## config.mk

```make
export PLATFORM = sky130hd
export DESIGN_NAME = mem_arbiter_flat
export DESIGN_NICKNAME = d
export VERILOG_FILES = /design/src/rtl/mem_arbiter_if.sv /design/src/rtl/mem_arbiter.sv /design/src/flat_wrapper.sv
export SDC_FILE = /design/constraint.sdc
export NUM_CORES = 1
export LEC_CHECK = 0
export CAP_MARGIN = 40
export CORE_AREA = 2 2 124 126
export DETAILED_ROUTE_END_ITERATION = 16
export DIE_AREA = 0 0 126 128
export MAX_ROUTING_LAYER = met4
export PLACE_DENSITY = 0.85
export SLEW_MARGIN = 15
export SYNTH_ARGS = -nofsm -noshare
export SYNTH_HDL_FRONTEND = slang
export SYNTH_SLANG_ARGS = --single-unit
```

## constraint.sdc

```tcl
create_clock -name clk -period 8.85 [get_ports clk]
set_input_delay 1.77 -clock clk [delete_from_list [all_inputs] [get_ports clk]]
set_output_delay 1.77 -clock clk [all_outputs]
set_load 0.03 [all_outputs]
```

## src/rtl/mem_arbiter_if.sv

```systemverilog
`default_nettype none
// ============================================================================
// Module      : mem_arbiter_if
// Description : Bundle of the CPU port, debug port and memory port signals
//               shared between mem_arbiter and its neighbours.
// Revision    : 1.0 - initial release
// ============================================================================
interface mem_arbiter_if;
    // CPU requester port
    logic        c_req;
    logic        c_write;
    logic [3:0]  c_size;
    logic [31:0] c_addr;
    logic [31:0] c_wdata;
    logic [31:0] c_rdata;
    logic        c_ack;
    logic        c_stall;
    // Debug / loader requester port
    logic        d_req;
    logic        d_write;
    logic [3:0]  d_size;
    logic [31:0] d_addr;
    logic [31:0] d_wdata;
    logic [31:0] d_rdata;
    logic        d_ack;
    // Memory device port
    logic [31:0] m_addr;
    logic [31:0] m_wdata;
    logic [3:0]  m_size;
    logic        m_read;
    logic        m_write;
    logic [31:0] m_rdata;
    // Ownership indicator
    logic        grant_d;

    // Arbiter side: consumes requests and memory read data
    modport slave (
        input  c_req, c_write, c_size, c_addr, c_wdata,
        input  d_req, d_write, d_size, d_addr, d_wdata,
        input  m_rdata,
        output c_rdata, c_ack, c_stall,
        output d_rdata, d_ack,
        output m_addr, m_wdata, m_size, m_read, m_write,
        output grant_d
    );

    // Environment side: requesters plus memory device
    modport master (
        output c_req, c_write, c_size, c_addr, c_wdata,
        output d_req, d_write, d_size, d_addr, d_wdata,
        output m_rdata,
        input  c_rdata, c_ack, c_stall,
        input  d_rdata, d_ack,
        input  m_addr, m_wdata, m_size, m_read, m_write,
        input  grant_d
    );
endinterface
`default_nettype wire

```

## src/rtl/mem_arbiter.sv

```systemverilog
`default_nettype none
// ============================================================================
// Module      : mem_arbiter
// Description : Shares one memory port between the CPU sequencer and a
//               debug/loader requester. Round-robin arbitration in IDLE,
//               fixed MEM_CYCLES strobe window, one-cycle ack with read data.
//               MEM_CYCLES legal range is 1..255 (8-bit down-counter).
//               Optional macro MEM_ARB_DEBUG_PRIO_EN: debug port gets strict
//               priority over the CPU (for halted-CPU program loading).
// Revision    : 1.0 - initial release
// ============================================================================
module mem_arbiter #(
    parameter int MEM_CYCLES = 2
) (
    input  logic          clk,
    input  logic          reset,
    mem_arbiter_if.slave  bus
);

    localparam logic [1:0] c_IDLE     = 2'd0;
    localparam logic [1:0] c_ACCESS   = 2'd1;
    localparam logic [1:0] c_DONE     = 2'd2;
    localparam logic [7:0] c_CNT_LOAD = 8'(MEM_CYCLES - 1);

    logic [1:0]  r_state,   w_state;
    logic [7:0]  r_cnt,     w_cnt;
    logic        r_last,    w_last;     // 1 = debug was granted last
    logic        r_grant_d, w_grant_d;
    logic [31:0] r_m_addr,  w_m_addr;
    logic [31:0] r_m_wdata, w_m_wdata;
    logic [3:0]  r_m_size,  w_m_size;
    logic        r_m_read,  w_m_read;
    logic        r_m_write, w_m_write;
    logic        r_c_ack,   w_c_ack;
    logic        r_d_ack,   w_d_ack;
    logic [31:0] r_c_rdata, w_c_rdata;
    logic [31:0] r_d_rdata, w_d_rdata;
    logic        w_pick_d;
    logic        w_sel_write;

    // Winner selection for a request seen in IDLE
    always_comb begin
`ifdef MEM_ARB_DEBUG_PRIO_EN
        w_pick_d = bus.d_req;
`else
        // On a tie the port that did not win last time is served
        w_pick_d = bus.d_req & (~bus.c_req | ~r_last);
`endif
        w_sel_write = w_pick_d ? bus.d_write : bus.c_write;
    end

    // Next-state and next-output computation
    always_comb begin
        w_state   = r_state;
        w_cnt     = r_cnt;
        w_last    = r_last;
        w_grant_d = r_grant_d;
        w_m_addr  = r_m_addr;
        w_m_wdata = r_m_wdata;
        w_m_size  = r_m_size;
        w_m_read  = r_m_read;
        w_m_write = r_m_write;
        w_c_ack   = 1'b0;
        w_d_ack   = 1'b0;
        w_c_rdata = r_c_rdata;
        w_d_rdata = r_d_rdata;
        case (r_state)
            c_IDLE: begin
                if (bus.c_req || bus.d_req) begin
                    w_state   = c_ACCESS;
                    w_grant_d = w_pick_d;
                    w_last    = w_pick_d;
                    w_m_addr  = w_pick_d ? bus.d_addr  : bus.c_addr;
                    w_m_wdata = w_pick_d ? bus.d_wdata : bus.c_wdata;
                    w_m_size  = w_pick_d ? bus.d_size  : bus.c_size;
                    w_m_read  = ~w_sel_write;
                    w_m_write = w_sel_write;
                    w_cnt     = c_CNT_LOAD;
                end
            end
            c_ACCESS: begin
                if (r_cnt == 8'd0) begin
                    w_state   = c_DONE;
                    w_m_read  = 1'b0;
                    w_m_write = 1'b0;
                    // Only reads update the winner's data register
                    if (r_m_read) begin
                        if (r_grant_d) w_d_rdata = bus.m_rdata;
                        else           w_c_rdata = bus.m_rdata;
                    end
                    if (r_grant_d) w_d_ack = 1'b1;
                    else           w_c_ack = 1'b1;
                end else begin
                    w_cnt = r_cnt - 8'd1;
                end
            end
            c_DONE: begin
                w_state = c_IDLE;
            end
            default: begin
                w_state   = c_IDLE;
                w_m_read  = 1'b0;
                w_m_write = 1'b0;
            end
        endcase
    end

    // State and output registers; reset abandons any access in flight
    always_ff @(posedge clk or posedge reset) begin
        if (reset) begin
            r_state   <= c_IDLE;
            r_cnt     <= 8'd0;
            r_last    <= 1'b1;
            r_grant_d <= 1'b0;
            r_m_addr  <= 32'd0;
            r_m_wdata <= 32'd0;
            r_m_size  <= 4'd0;
            r_m_read  <= 1'b0;
            r_m_write <= 1'b0;
            r_c_ack   <= 1'b0;
            r_d_ack   <= 1'b0;
            r_c_rdata <= 32'd0;
            r_d_rdata <= 32'd0;
        end else begin
            r_state   <= w_state;
            r_cnt     <= w_cnt;
            r_last    <= w_last;
            r_grant_d <= w_grant_d;
            r_m_addr  <= w_m_addr;
            r_m_wdata <= w_m_wdata;
            r_m_size  <= w_m_size;
            r_m_read  <= w_m_read;
            r_m_write <= w_m_write;
            r_c_ack   <= w_c_ack;
            r_d_ack   <= w_d_ack;
            r_c_rdata <= w_c_rdata;
            r_d_rdata <= w_d_rdata;
        end
    end

    assign bus.c_stall = bus.c_req & ~r_c_ack;
    assign bus.c_ack   = r_c_ack;
    assign bus.d_ack   = r_d_ack;
    assign bus.c_rdata = r_c_rdata;
    assign bus.d_rdata = r_d_rdata;
    assign bus.m_addr  = r_m_addr;
    assign bus.m_wdata = r_m_wdata;
    assign bus.m_size  = r_m_size;
    assign bus.m_read  = r_m_read;
    assign bus.m_write = r_m_write;
    assign bus.grant_d = r_grant_d;

endmodule
`default_nettype wire
```

## src/flat_wrapper.sv

```systemverilog
// flat-port wrapper written by rule: the top's interface ports become plain ports
module mem_arbiter_flat 
#(
    parameter int MEM_CYCLES = 2
)
  (clk, reset, bus_c_req, bus_c_write, bus_c_size, bus_c_addr, bus_c_wdata, bus_d_req, bus_d_write, bus_d_size, bus_d_addr, bus_d_wdata, bus_m_rdata, bus_c_rdata, bus_c_ack, bus_c_stall, bus_d_rdata, bus_d_ack, bus_m_addr, bus_m_wdata, bus_m_size, bus_m_read, bus_m_write, bus_grant_d);
  mem_arbiter_if bus_i ();
  input  logic clk;
  input  logic reset;
  input wire logic [$bits(bus_i.c_req)-1:0] bus_c_req;
  input wire logic [$bits(bus_i.c_write)-1:0] bus_c_write;
  input wire logic [$bits(bus_i.c_size)-1:0] bus_c_size;
  input wire logic [$bits(bus_i.c_addr)-1:0] bus_c_addr;
  input wire logic [$bits(bus_i.c_wdata)-1:0] bus_c_wdata;
  input wire logic [$bits(bus_i.d_req)-1:0] bus_d_req;
  input wire logic [$bits(bus_i.d_write)-1:0] bus_d_write;
  input wire logic [$bits(bus_i.d_size)-1:0] bus_d_size;
  input wire logic [$bits(bus_i.d_addr)-1:0] bus_d_addr;
  input wire logic [$bits(bus_i.d_wdata)-1:0] bus_d_wdata;
  input wire logic [$bits(bus_i.m_rdata)-1:0] bus_m_rdata;
  output wire logic [$bits(bus_i.c_rdata)-1:0] bus_c_rdata;
  output wire logic [$bits(bus_i.c_ack)-1:0] bus_c_ack;
  output wire logic [$bits(bus_i.c_stall)-1:0] bus_c_stall;
  output wire logic [$bits(bus_i.d_rdata)-1:0] bus_d_rdata;
  output wire logic [$bits(bus_i.d_ack)-1:0] bus_d_ack;
  output wire logic [$bits(bus_i.m_addr)-1:0] bus_m_addr;
  output wire logic [$bits(bus_i.m_wdata)-1:0] bus_m_wdata;
  output wire logic [$bits(bus_i.m_size)-1:0] bus_m_size;
  output wire logic [$bits(bus_i.m_read)-1:0] bus_m_read;
  output wire logic [$bits(bus_i.m_write)-1:0] bus_m_write;
  output wire logic [$bits(bus_i.grant_d)-1:0] bus_grant_d;
  assign bus_i.c_req = bus_c_req;
  assign bus_i.c_write = bus_c_write;
  assign bus_i.c_size = bus_c_size;
  assign bus_i.c_addr = bus_c_addr;
  assign bus_i.c_wdata = bus_c_wdata;
  assign bus_i.d_req = bus_d_req;
  assign bus_i.d_write = bus_d_write;
  assign bus_i.d_size = bus_d_size;
  assign bus_i.d_addr = bus_d_addr;
  assign bus_i.d_wdata = bus_d_wdata;
  assign bus_i.m_rdata = bus_m_rdata;
  assign bus_c_rdata = bus_i.c_rdata;
  assign bus_c_ack = bus_i.c_ack;
  assign bus_c_stall = bus_i.c_stall;
  assign bus_d_rdata = bus_i.d_rdata;
  assign bus_d_ack = bus_i.d_ack;
  assign bus_m_addr = bus_i.m_addr;
  assign bus_m_wdata = bus_i.m_wdata;
  assign bus_m_size = bus_i.m_size;
  assign bus_m_read = bus_i.m_read;
  assign bus_m_write = bus_i.m_write;
  assign bus_grant_d = bus_i.grant_d;
  mem_arbiter #(.MEM_CYCLES(MEM_CYCLES)) u_core (.clk(clk), .reset(reset), .bus(bus_i));
endmodule
```

==> results of run 1 <==
[worst paths after layout]
path                                                       to  slack, ns
setup / recovery                                  bus_c_stall       3.86
hold reg to reg             u_core.bus.m_addr[27]$_DFFE_PP0P_       0.48
setup reg to reg           u_core.bus.d_rdata[10]$_DFFE_PP0P_       6.29
min in group asynchronous  u_core.bus.m_wdata[30]$_DFFE_PP0P_       1.86
hold / removal              u_core.bus.m_addr[27]$_DFFE_PP0P_       0.48
max in group asynchronous  u_core.bus.d_rdata[25]$_DFFE_PP0P_       5.92
[sequential cells by signal, indices dropped and copies added (netlist names)]
name and count:
u_core.bus.c_rdata 32, u_core.bus.d_rdata 32, u_core.bus.m_read 1, u_core.r_state 2
u_core.r_cnt 8, u_core.bus.grant_d 1, u_core.bus.m_write 1, u_core.bus.m_size 4
u_core.r_last 1, u_core.bus.d_ack 1, u_core.bus.c_ack 1, u_core.bus.m_addr 32
u_core.bus.m_wdata 32
[layer usage]
metal / vias to the layer above / global-route usage [%] / wire length, um
li1: 2402 / - / -
met1: 2376 / 24.8 / 6970
met2: 237 / 38.7 / 8930
met3: 30 / 5.47 / 1160
met4: 0 / 7.89 / 348
met5: - / - / 0
[placed cells by master (no fill, tap or decap), drive strengths merged, types with 2 or more instances in the layout]
master / n
nand3: 4
nor3: 3
buf: 6
clkbuf: 20
a21boi: 2
mux2: 64
mux2i: 74
or4: 2
ha: 2
nand2: 73
clkdlybuf4s50: 311
nor2: 10
a21oi: 3
dfrtp: 147
inv: 6
nor3b: 2
clkinv: 7
clkinvlp: 3
o21bai: 2
xor2: 2
o21ai: 70
[power by group]
part	internal (uW)	switching, uW	leakage [uW]
Clock	372	276	0.000262
Sequential	987	198	0.00184
Combinational	805	1040	0.00239
Total	2160	1520	0.00449
[kinds of logic after synthesis]
family | count (synthesis)
buffers and inverters | 33
and+or+nand+nor | 101
DFF | 148
adders and majority gates | 2
muxes | 138
xor gates and xnor gates | 2
AOI/OAI and AO/OA | 84
[cell type report]
type	count	area, sq um
sequential	148	3700
timing repair buffer	317	3200
inverter	4	20.0
clock inverter	12	78.8
multi-input combinational	327	2480
tap	188	235
clock buffer	20	457
fill	1031	4690
[worst register-to-register path: cells and delay by family (launching register included)]
kind	cells	cell delay, ns
adders and majority gates	1	0.19
buffers and inverters	2	0.24
DFF	1	0.43
muxes	1	0.53
and+or+nand+nor	3	1.05
[per-stage QoR]
stage / cell area [sq um] / hold slack, ns / power [uW] / worst slack (ns)
finish: 10200 / 0.477 / 3680 / 3.86
global route: 10200 / 0.497 / 3870 / 3.81
CTS: 10100 / 0.481 / 3710 / 3.84
detailed placement: 9580 / 0.469 / 3040 / 3.83
global placement: 9580 / 0.463 / 2980 / 3.87
floorplan: 6340 / 0.477 / 2210 / 3.10
==> results, run 1 <==
- The synthesized netlist devotes less than 1% of its cell area to adder and majority cells.
- The number of stages on the worst setup path is 3.
- From synthesis to final layout, the design area changed by 60.4%.
- Detailed placement ended at an HPWL of about 13,000 um.
- The sequential fraction of the synthesis area is 58.4%.
- The floorplan row count is 45.
- The cell type of the slowest stage on the worst timing path is sky130_fd_sc_hd__clkdlybuf4s50_1.
- The path category of the worst min-delay check is reg2reg.
- The worst setup path is captured at a primary output.
- The violation count after the first detailed-route iteration is 167.
- The number of buffers inserted for hold repair after clock tree synthesis is 0.
- Entering global routing, the biggest net connects 93 pins.
- For the worst setup path, the data required time is 7.08 ns.
- The number of search-and-repair iterations in the first detailed-routing pass is 5.
- The number of synthesized flops with an enable pin is 0.
- The clock latency reported for the late side of the worst-skew pair is slightly above 0.4 ns.
- The maximum fanout encountered on the critical timing path is 5.
- In the final routed layout, each cell accounts on average for 17.1 um.
- The routed design has ~17,000 um of wire.
- In this run the remaining antenna-violating nets after routing total 0.
- STA classifies the critical path startpoint as a primary input.
- The fmax is around 200 MHz.
- Summing the areas of all compound-gate instances in the mapped netlist gives 7.12% of the synthesized area.
- The number of global-route vias before repair is around 5,300.
- The most numerous cell on the critical path is sky130_fd_sc_hd__clkdlybuf4s50_1.
- For this design the ratio of total power to cell area is 362 mW/mm^2.
- Summed over all cells, the static leakage comes to between 0.004 and 0.005 uW.
- The distinct cell type count of the synthesized netlist is just over 40.
- After synthesis the cells add up to 0.00634 sq mm.
- During placement, the flow inserted port buffers numbering roughly 310.
- Buffers inserted during clock tree synthesis total 17.
- The clock net in this run drives a total of roughly 150 sinks.
- The clock root buffer is sky130_fd_sc_hd__clkbuf_16.
- Headroom to the max-slew limit came out at ~51%.
- The clock passes through at most 2 buffers.
- The synthesized netlist devotes less than 1% of its cell area to XOR and XNOR gates.
- Sorting the synthesized cells by area gives the leading types as sky130_fd_sc_hd__dfrtp_1, sky130_fd_sc_hd__mux2i_1, sky130_fd_sc_hd__mux2_2.
- Once the clock tree was built, the resizer swapped 0 gates to a different size.
- Across the run, the number of max-cap violations was 0.
- The global-route wire length before repair is around 27,000 um.
- The number of placed instances, taps included, is around 980.
- The start point of the critical path is bus_c_req.
- The layout net count is about 990.
- The Yosys warning count is 0.
- The clock tree from TritonCTS is yes.
- The portion of synthesized area spent on multiplexers is between 20% and 30%.
- In the finished design, the share of the clock period the worst path needs comes to 56.4%.
- The synthesized netlist devotes roughly 7.4% of its cell area to simple gates.
- The shortest period the worst path allows is around 5 ns.
- The starting utilization of the core area is a little over two fifths.
- The number of nets produced by synthesis is approximately 680.
- The most instantiated flip-flop cell in the synthesis netlist is sky130_fd_sc_hd__dfrtp_1.
- The total of endpoints with negative setup slack in the final report is 0.
- Routability-driven placement finished with a final weighted congestion of 0.826.
- The total routing resource utilization after global routing is between 20 and 25%.
- The fraction of synthesized cell area taken by the top area cell type is between 50 and 60%.
- Once the clock tree was built, the setup fixing pass inserted 0 buffers.
- The final clock skew is about 0.0090 ns.
- The critical path class is in2out.
- The family with the most delay on the worst path is buffers and inverters.
- The post-route netlist has between 10 and 15% of its cells at a drive strength greater than 1.
- The flop and latch count out of synthesis is 148.
- Together, buffers and inverters on the worst path number 2.
- The hold violation total from the final report is 0.
- The fraction of synthesis flops using an asynchronous set or reset pin is 100%.
- The flow ran to the end, and the final reports show no timing, DRC or antenna violations.
- Setup repair after global routing left no endpoint under its margin.
- Clock-pin slew was measured on the worst setup and hold paths at roughly 0.06 ns.
- The total negative slack is 0 ns.
- VDD sags by at most roughly 0.16 mV.
- In the routed layout, each cell is associated on average with a via count of 4.97.
- The fraction of the core area covered by cells at the end of the flow is around two thirds.
- The floorplan core area is 0.0149 sq mm.
- The largest stage delay on the critical path is approximately 0.68 ns.
- The logic depth of the worst register-to-register path is 7.
- By count the netlist is led by sky130_fd_sc_hd__dfrtp_1, sky130_fd_sc_hd__mux2i_1, sky130_fd_sc_hd__nand2_1, sky130_fd_sc_hd__o21ai_0, sky130_fd_sc_hd__mux2_2.
- The die span in y is ~130 um.
- The most frequent cell after synthesis is sky130_fd_sc_hd__dfrtp_1.
- The startpoint identified for the worst register-to-register timing path is u_core.r_cnt[0]$_DFFE_PP0P_.
- The routed layout has ~5,000 vias.
- The number of antenna cells inserted is 0.
- The count of final max-slew check failures is 0.
- The number of antenna violations at the first check in global routing is 0.
- The signal on the critical path passes through clkdlybuf4s50_1, nor2b_1, clkdlybuf4s50_1.
- From left edge to right edge, the die measures around 130 um.
- The sum of overflow across all layers after global routing is 0.
- The count of mapped cells out of synthesis is around 510.
- Of all cell types, the one taking the most synthesized area is sky130_fd_sc_hd__dfrtp_1.
- The main combinational cell family by area after synthesis is multiplexers.
- The transition at the pin with the smallest max-transition slack is between 0.7 and 0.8 ns.
- The count of non-filler cells in the finished layout is roughly 1,000.
- The die covers ~0.016 sq mm.
- Data on the critical path arrives at its endpoint at 3.22 ns.
- The DRC violation count after routing is 0.
- Counting instances, the worst hold path has a depth of 2.
- Averaged over all synthesized cells, the footprint is ~12 sq um.
- The number of I/O pins is 312.
- The critical hold path startpoint is u_core.bus.m_addr[27]$_DFFE_PP0P_.
- The H-tree generated during clock tree synthesis spans 4 levels.
(Power assumes the default switching activity.)
==> run 2, diff against run 1 <==
--- a/config.mk
+++ b/config.mk
@@ -6,11 +6,11 @@
 export NUM_CORES = 1
 export LEC_CHECK = 0
 export CAP_MARGIN = 40
-export CORE_AREA = 2 2 124 126
+export CORE_AREA = 2 2 134 136
 export DETAILED_ROUTE_END_ITERATION = 16
-export DIE_AREA = 0 0 126 128
+export DIE_AREA = 0 0 136 138
 export MAX_ROUTING_LAYER = met4
-export PLACE_DENSITY = 0.85
+export PLACE_DENSITY = 0.77
 export SLEW_MARGIN = 15
 export SYNTH_ARGS = -nofsm -noshare
 export SYNTH_HDL_FRONTEND = slang
==> constraint.sdc (replaced) <==
create_clock -name clk -period 4.33 [get_ports clk]
set_input_delay 0.866 -clock clk [delete_from_list [all_inputs] [get_ports clk]]
set_output_delay 0.866 -clock clk [all_outputs]
set_load 0.03 [all_outputs]
==> run 2 against run 1 <==
Against the previous run:
- die area increased by 16%
- worst setup slack got worse by 2.7 ns
- sequential power increased by 100%
- worst hold slack worse by 0.0013 ns
- largest cell class unchanged
==> results, run 2 (same netlist as run 1, synthesis figures left out) <==
- For this run, the share of the core covered by cells in the final layout is 59.5%.
- The flow ran to the end, and the final reports show no timing, DRC or antenna violations.
- The sum of overflow across all layers after global routing is 0.
- The count of nets left with antenna violations after detail routing is 0.
- The number of antenna cells inserted is 0.
- The cell that appears most often on the critical path is sky130_fd_sc_hd__clkdlybuf4s50_1.
- The worst-case setup margin in the final layout is around 1.1 ns.
- Dividing the detail-routed wire length by the instance count gives 15.7 um.
- In this run the core area contains roughly 50 standard-cell rows.
- The count of buffers from port buffering is roughly 310.
- After the first detailed-routing iteration, the DRC count stood at about 120.
- Dividing total power by cell area gives a power density of between 700 and 800 mW/mm^2.
- For this block, the via count after detailed routing is ~5,000.
- After filler insertion, the fill cell instance count of the layout stands at approximately 1,500.
- Once placement completed, the tool counted placed cells totaling about 1,000.
- Setup repair after global routing left no endpoint under its margin.
- After clock tree synthesis, the setup repair step added 0 buffers.
- The data arrival time of the critical path is ~2.3 ns.
- The critical path class is in2out.
- The number of buffers inserted for hold repair after clock tree synthesis is 0.
- In this run, CTS created clock tree buffers numbering 17.
- STA classifies the critical path startpoint as a primary input.
- The clock reaches the later pin of the worst-skew pair after 0.42 ns.
- In this run the horizontal extent of the chip is about 140 um.
- The core region is ~0.018 sq mm.
- The total of endpoints with negative setup slack in the final report is 0.
- The H-tree level count is 4.
- The number of global-route vias before repair is 5,154.
- After clock tree synthesis, the repair step resized 0 gates.
- The total power draw is a little under 8000 uW.
- The clock tree from TritonCTS is yes.
- The clock root buffer is sky130_fd_sc_hd__clkbuf_16.
- The fmax is roughly 310 MHz.
- The path category of the worst min-delay check is reg2reg.
- The count of non-filler cells in the finished layout is 1,069.
- In the layout the commonest cells are sky130_fd_sc_hd__clkdlybuf4s50_1, sky130_fd_sc_hd__dfrtp_1, sky130_fd_sc_hd__mux2i_1, sky130_fd_sc_hd__nand2_1, sky130_fd_sc_hd__o21ai_0.
- The critical path goes through clkdlybuf4s50_1, nor2b_1, clkdlybuf4s50_1.
- The count of final max-slew check failures is 0.
- The number of antenna violations at the first check in global routing came to 0.
- The number of buffers on the longest clock path is 2.
- The number of I/O pins is about 310.
- The maximum number of pins on one net before global-route repair is slightly above 90.
- IR analysis of the VDD net gives a maximum drop of roughly 0.38 mV.
- The largest stage delay on the critical path is between 0.6 and 0.7 ns.
- The worst register-to-register path begins at u_core.r_cnt[0]$_DFFE_PP0P_.
- The total routing resource utilization after global routing is between 10% and 20%.
- The shortest period the worst path allows is about 3.2 ns.
- The leakage dissipation is around 0.0046 uW.
- The starting utilization of the core area is between 30 and 40%.
- The first global-routing pass estimated between 20,000 and 30,000 um of wire.
- The critical hold path startpoint is u_core.bus.m_addr[18]$_DFFE_PP0P_.
- The slowest stage of the critical path is the sky130_fd_sc_hd__clkdlybuf4s50_1 cell.
- The total negative slack is 0 ns.
- The worst relative slew slack is approximately three fifths.
- Across the run, the number of max-cap violations was 0.
- After legalization and detailed placement, the total HPWL measured 12,800 um.
- The final layout contains roughly 1,000 nets.
- The number of clock sinks is between 100 and 150.
- The library cell used most frequently in the layout, excluding fill and tap cells, is sky130_fd_sc_hd__clkdlybuf4s50_1.
- The critical path endpoint category is a primary output.
- For the worst setup path, the data required time is about 3.5 ns.
- Tracing the worst setup path back leads to its startpoint at bus_c_req.
- The transition at the pin with the smallest max-transition slack is 0.611 ns.
- The die span in y is between 100 and 150 um.
- The hold violation total from the final report is 0.
- After clock tree synthesis, the clock-pin slew on the worst setup and hold paths is roughly 0.06 ns.
- The part of the cycle the worst path needs is about three quarters.
- After detailed routing, the number of remaining DRC violations is 0.
- After detailed routing, the number of vias per cell comes to about 4.7.
- The floorplan step defined a die boundary enclosing about 0.019 sq mm.
- The ratio of cells with drive above 1 in the final layout is around 14%.
- The worst slack after detailed placement is approximately 1.1 ns.
- The maximum fanout encountered on the critical timing path is 5.
- The final wirelength is around 17,000 um.
- The final RePlAce weighted congestion is between 0.8 and 0.9.
- Relative to the synthesized area, the layout overhead comes to 64.4%.
- For the final database, setup skew stands at between 0.008 and 0.009 ns.
- The first detailed-routing pass took 4 iterations.
[run 2: cell types whose count changed in the layout (fill, tap and decap cells not counted), moves of 2 or more]
| cell | previous run | this run |
|---|---|---|
| sky130_fd_sc_hd__buf_4 | 4 | 13 |
| sky130_fd_sc_hd__buf_12 | 0 | 4 |
| sky130_fd_sc_hd__clkinv_2 | 6 | 2 |
| sky130_fd_sc_hd__bufinv_16 | 0 | 3 |
| sky130_fd_sc_hd__inv_6 | 3 | 6 |
| sky130_fd_sc_hd__clkbuf_8 | 2 | 0 |
[run 2: final cells by class]
cell class | instances | area (sq um) | area share [%]
inverter | 4 | 18.8 | 0.180
timing repair buffer | 329 | 3320 | 31.8
clock buffer | 17 | 425 | 4.08
tap | 229 | 287 | 2.75
multi-input combinational | 327 | 2480 | 23.8
clock inverter | 15 | 196 | 1.88
sequential | 148 | 3700 | 35.5
[run 2: stage by stage]
stage	area, sq um	hold WS, ns
2_1_floorplan	6350	0.477
3_3_place_gp	9760	0.460
3_5_place_dp	9810	0.469
4_1_cts	10400	0.483
5_1_grt	10400	0.499
6_report	10400	0.475
[run 2: worst paths after layout]
path                                                      end  slack, ns  cells after the start
max in group asynchronous   u_core.bus.m_addr[22]$_DFFE_PP0P_       2.62                      4
max                                               bus_c_stall       1.13                      3
min in group asynchronous   u_core.bus.d_rdata[4]$_DFFE_PP0P_       0.76                      2
min                         u_core.bus.m_addr[18]$_DFFE_PP0P_       0.48                      2
min reg2reg                 u_core.bus.m_addr[18]$_DFFE_PP0P_       0.48                      2
max reg2reg                u_core.bus.d_rdata[27]$_DFFE_PP0P_       1.82                      7
[run 2: routing by layer]
metal	wire length (um)	vias to the layer above	global-route usage [%]
met5	0	-	-
met1	6920	2310	23.0
met3	1450	35	5.87
li1	-	2420	-
met2	7990	227	30.7
met4	478	0	7.07
[run 2: report_power, final]
group	switching [uW]	total (uW)	leakage [uW]	internal [uW]
logic	2120	3800	0.00246	1680
registers	375	2390	0.00184	2010
clock network	616	1540	0.000304	925
[run 2: critical path: cells and delay by family]
family | cells | cell delay [ns]
buffers and inverters | 2 | 1.30
AND/OR/NAND/NOR | 1 | 0.17
==> run 3, diff against run 2 <==
==> constraint.sdc (replaced) <==
create_clock -name clk -period 2.82 [get_ports clk]
set_input_delay 0.564 -clock clk [delete_from_list [all_inputs] [get_ports clk]]
set_output_delay 0.564 -clock clk [all_outputs]
set_load 0.03 [all_outputs]
==> run 3 against run 2 <==
Against the previous run:
- sequential power grew 54%
- core utilization shrank 0.29 points
- non-clock buffer count shrank 3
- clock power grew 44%
- final cell count shrank 0.28%
- register-to-register slack lost 1.3 ns
- sequential share of layout area grew 0.18 points
- critical endpoint unchanged
==> results, run 3 (same netlist as run 1, synthesis figures left out) <==
- The path category of the worst min-delay check is reg2reg.
- In this run the number of H-tree levels came out at 4.
- The initial utilization of the core area, before any placement, comes to between 30% and 40%.
- Global routing consumed, over all layers together, between 10% and 20% of the routing resources.
- Counting I/O delays and the setup requirement, the final critical path takes 2.41 ns.
- The final wirelength is approximately 16,000 um.
- IR analysis of the VDD net gives a maximum drop of 0.575 mV.
- The repair_antennas step left the layout with diodes totalling 0.
- Across the routed clock network, the largest skew measured is 0.0103 ns.
- The signal on the critical path passes through clkdlybuf4s50_1, nor2b_1, clkdlybuf4s50_1.
- Setup repair after global routing left no endpoint under its margin.
- The number of fill cells is 1,502.
- The run finished with clean final reports.
- The number of buffers inserted for hold repair after clock tree synthesis is 0.
- The count of nets left with antenna violations after detail routing is 0.
- Row generation in the floorplan step produced 49 rows.
- The most frequent standard cell in the layout excluding fill and tap cells is sky130_fd_sc_hd__clkdlybuf4s50_1.
- The die span in y is ~140 um.
- Clock tree synthesis inserted a total of 17 buffers.
- The clock latency reported for the late side of the worst-skew pair is 0.42 ns.
- The via density per instance is about 4.7.
- In this run the standard cell core region covers 0.0175 sq mm.
- The total die area is ~0.019 sq mm.
- The design draws roughly 12,000 uW.
- The largest stage delay on the critical path is around 0.67 ns.
- The quantity of gates resized following cts is 0.
- Counting tap cells, the placed design contains a total of 1,034 instances.
- The cell area power density is ~1100 mW/mm^2.
- The critical path in this run is classified as in2out.
- The clock tree from TritonCTS is yes.
- Cells with a size suffix above 1 make up a little over an eighth of the layout.
- The critical path launch point type is a primary input.
- The number of global-route vias before repair came to between 5,000 and 6,000.
- The area of the multi-input gates is about 0.0025 sq mm.
- Port buffering added 311 buffers.
- The clock-pin slew reported for the worst setup and hold paths after clock tree synthesis is approximately 0.060 ns.
- Setup violations remaining at the end of the flow were counted as 0.
- The layout net count is ~1,000.
- The first global-routing pass estimated between 20,000 and 30,000 um of wire.
- The global routing's busiest layer is met2.
- Max-cap violations in this run came to 0.
- The number of I/O pins is about 310.
- The first TritonRoute pass finished after 4 iterations.
- The critical path endpoint category is a primary output.
- The clock root buffer is sky130_fd_sc_hd__clkbuf_16.
- The maximum fanout encountered on the critical timing path is 2.
- Once the clock tree was built, the setup fixing pass inserted 0 buffers.
- The hold violation total from the final report was 0.
- In this run the deepest clock path goes through 2 buffers.
- The number of antenna violations at the first check in global routing is 0.
- The data arrival time of the critical path is between 1.5 and 2 ns.
- The sum of overflow across all layers after global routing is 0.
- The met1 capacity usage during global routing is ~22%.
- At the pin with the least slew margin, the transition time is between 0.5 and 0.6 ns.
- The global-route track usage on met3 is approximately 5.6%.
- Excluding fillers, the count of instances in the completed layout stands at ~1,100.
- In the final routed layout, each cell accounts on average for ~15 um.
- Relative to the synthesized area, the layout overhead comes to 63.6%.
- In this run the horizontal extent of the chip is around 140 um.
- The part of the cycle the worst path needs is a little under nine tenths.
- The fmax is between 400 and 500 MHz.
- The leakage dissipation is roughly 0.0046 uW.
- The area used by sequential logic in the layout is around 0.0037 sq mm.
- The worst relative slew slack is between 60% and 70%.
- In the layout the commonest cells are sky130_fd_sc_hd__clkdlybuf4s50_1, sky130_fd_sc_hd__dfrtp_1, sky130_fd_sc_hd__mux2i_1, sky130_fd_sc_hd__nand2_1, sky130_fd_sc_hd__o21ai_0.
- In the routed design, unresolved DRC markers number 0.
- The count of final max-slew check failures is 0.
- Entering global routing, the biggest net connects between 60 and 70 pins.
- The met2 routing resource usage after global routing is between 30% and 40%.
- On the final layout, the worst hold slack is around 0.48 ns.
- The placed wire-length estimate is roughly 13,000 um.
- The cell type of the slowest stage on the worst timing path is sky130_fd_sc_hd__clkdlybuf4s50_1.
- The worst slack after detailed placement is between 0.3 and 0.4 ns.
- Adding up every negative setup slack in the final design gives 0 ns.
- The detailed router finished its first iteration with ~150 violations.
- The most numerous cell on the critical path is sky130_fd_sc_hd__clkdlybuf4s50_1.
- The number of clock sinks is approximately 150.
- Once routing completed, OpenROAD measured the worst setup slack at between 0.4 and 0.5 ns.
- Data on the critical path is required at its endpoint by roughly 2.3 ns.
- The congestion estimate from routability-driven global placement came to ~0.8.
- Detailed routing inserted a total of between 4,000 and 5,000 vias.
==> run 3: metrics by stage <==
stage / util [%] / instance area, sq um
finish: 59.2 / 10400
global route: 59.2 / 10400
CTS: 59.2 / 10400
detailed placement: 55.8 / 9790
global placement: 55.8 / 9790
floorplan: - / 6350
==> run 3: area by class of cell <==
cell class	count	share of cell area, %
Tap cell	229	2.76
Timing Repair Buffer	326	31.8
Multi-Input combinational cell	327	23.9
Clock buffer	17	4.10
Sequential cell	148	35.7
Clock inverter	15	1.57
Inverter	4	0.181
==> run 3: layer usage <==
layer | up-vias | routed length (um)
met4 | 0 | 363
met1 | 2323 | 6640
met5 | - | 0
met2 | 221 | 8080
li1 | 2413 | -
met3 | 26 | 1410
==> run 3: power breakdown <==
| part | total (uW) | leakage (uW) | switching [uW] | internal [uW] |
|---|---|---|---|---|
| Sequential | 3680 | 0.00184 | 584 | 3090 |
| Clock | 2220 | 0.000276 | 971 | 1250 |
| Combinational | 5770 | 0.00244 | 3210 | 2570 |
==> run 3: worst max-delay path, delay by kind of cell <==
kind                   cells  cell delay (ns)
AND/OR/NAND/NOR            1             0.13
buffers and inverters      2             1.15
==> run 3: path summary, 6_finish.rpt <==
path / startpoint / end / slack, ns / depth (start not counted)
min reg2reg: u_core.bus.m_wdata[1]$_DFFE_PP0P_ / u_core.bus.m_wdata[1]$_DFFE_PP0P_ / 0.48 / 2
max: bus_c_req / bus_c_stall / 0.41 / 3
min: u_core.bus.m_wdata[1]$_DFFE_PP0P_ / u_core.bus.m_wdata[1]$_DFFE_PP0P_ / 0.48 / 2
max reg2reg: u_core.r_cnt[1]$_DFFE_PP0P_ / u_core.bus.d_rdata[29]$_DFFE_PP0P_ / 0.51 / 8
min in group asynchronous: reset / u_core.bus.d_rdata[7]$_DFFE_PP0P_ / 0.56 / 2
max in group asynchronous: reset / u_core.bus.d_rdata[15]$_DFFE_PP0P_ / 1.62 / 3
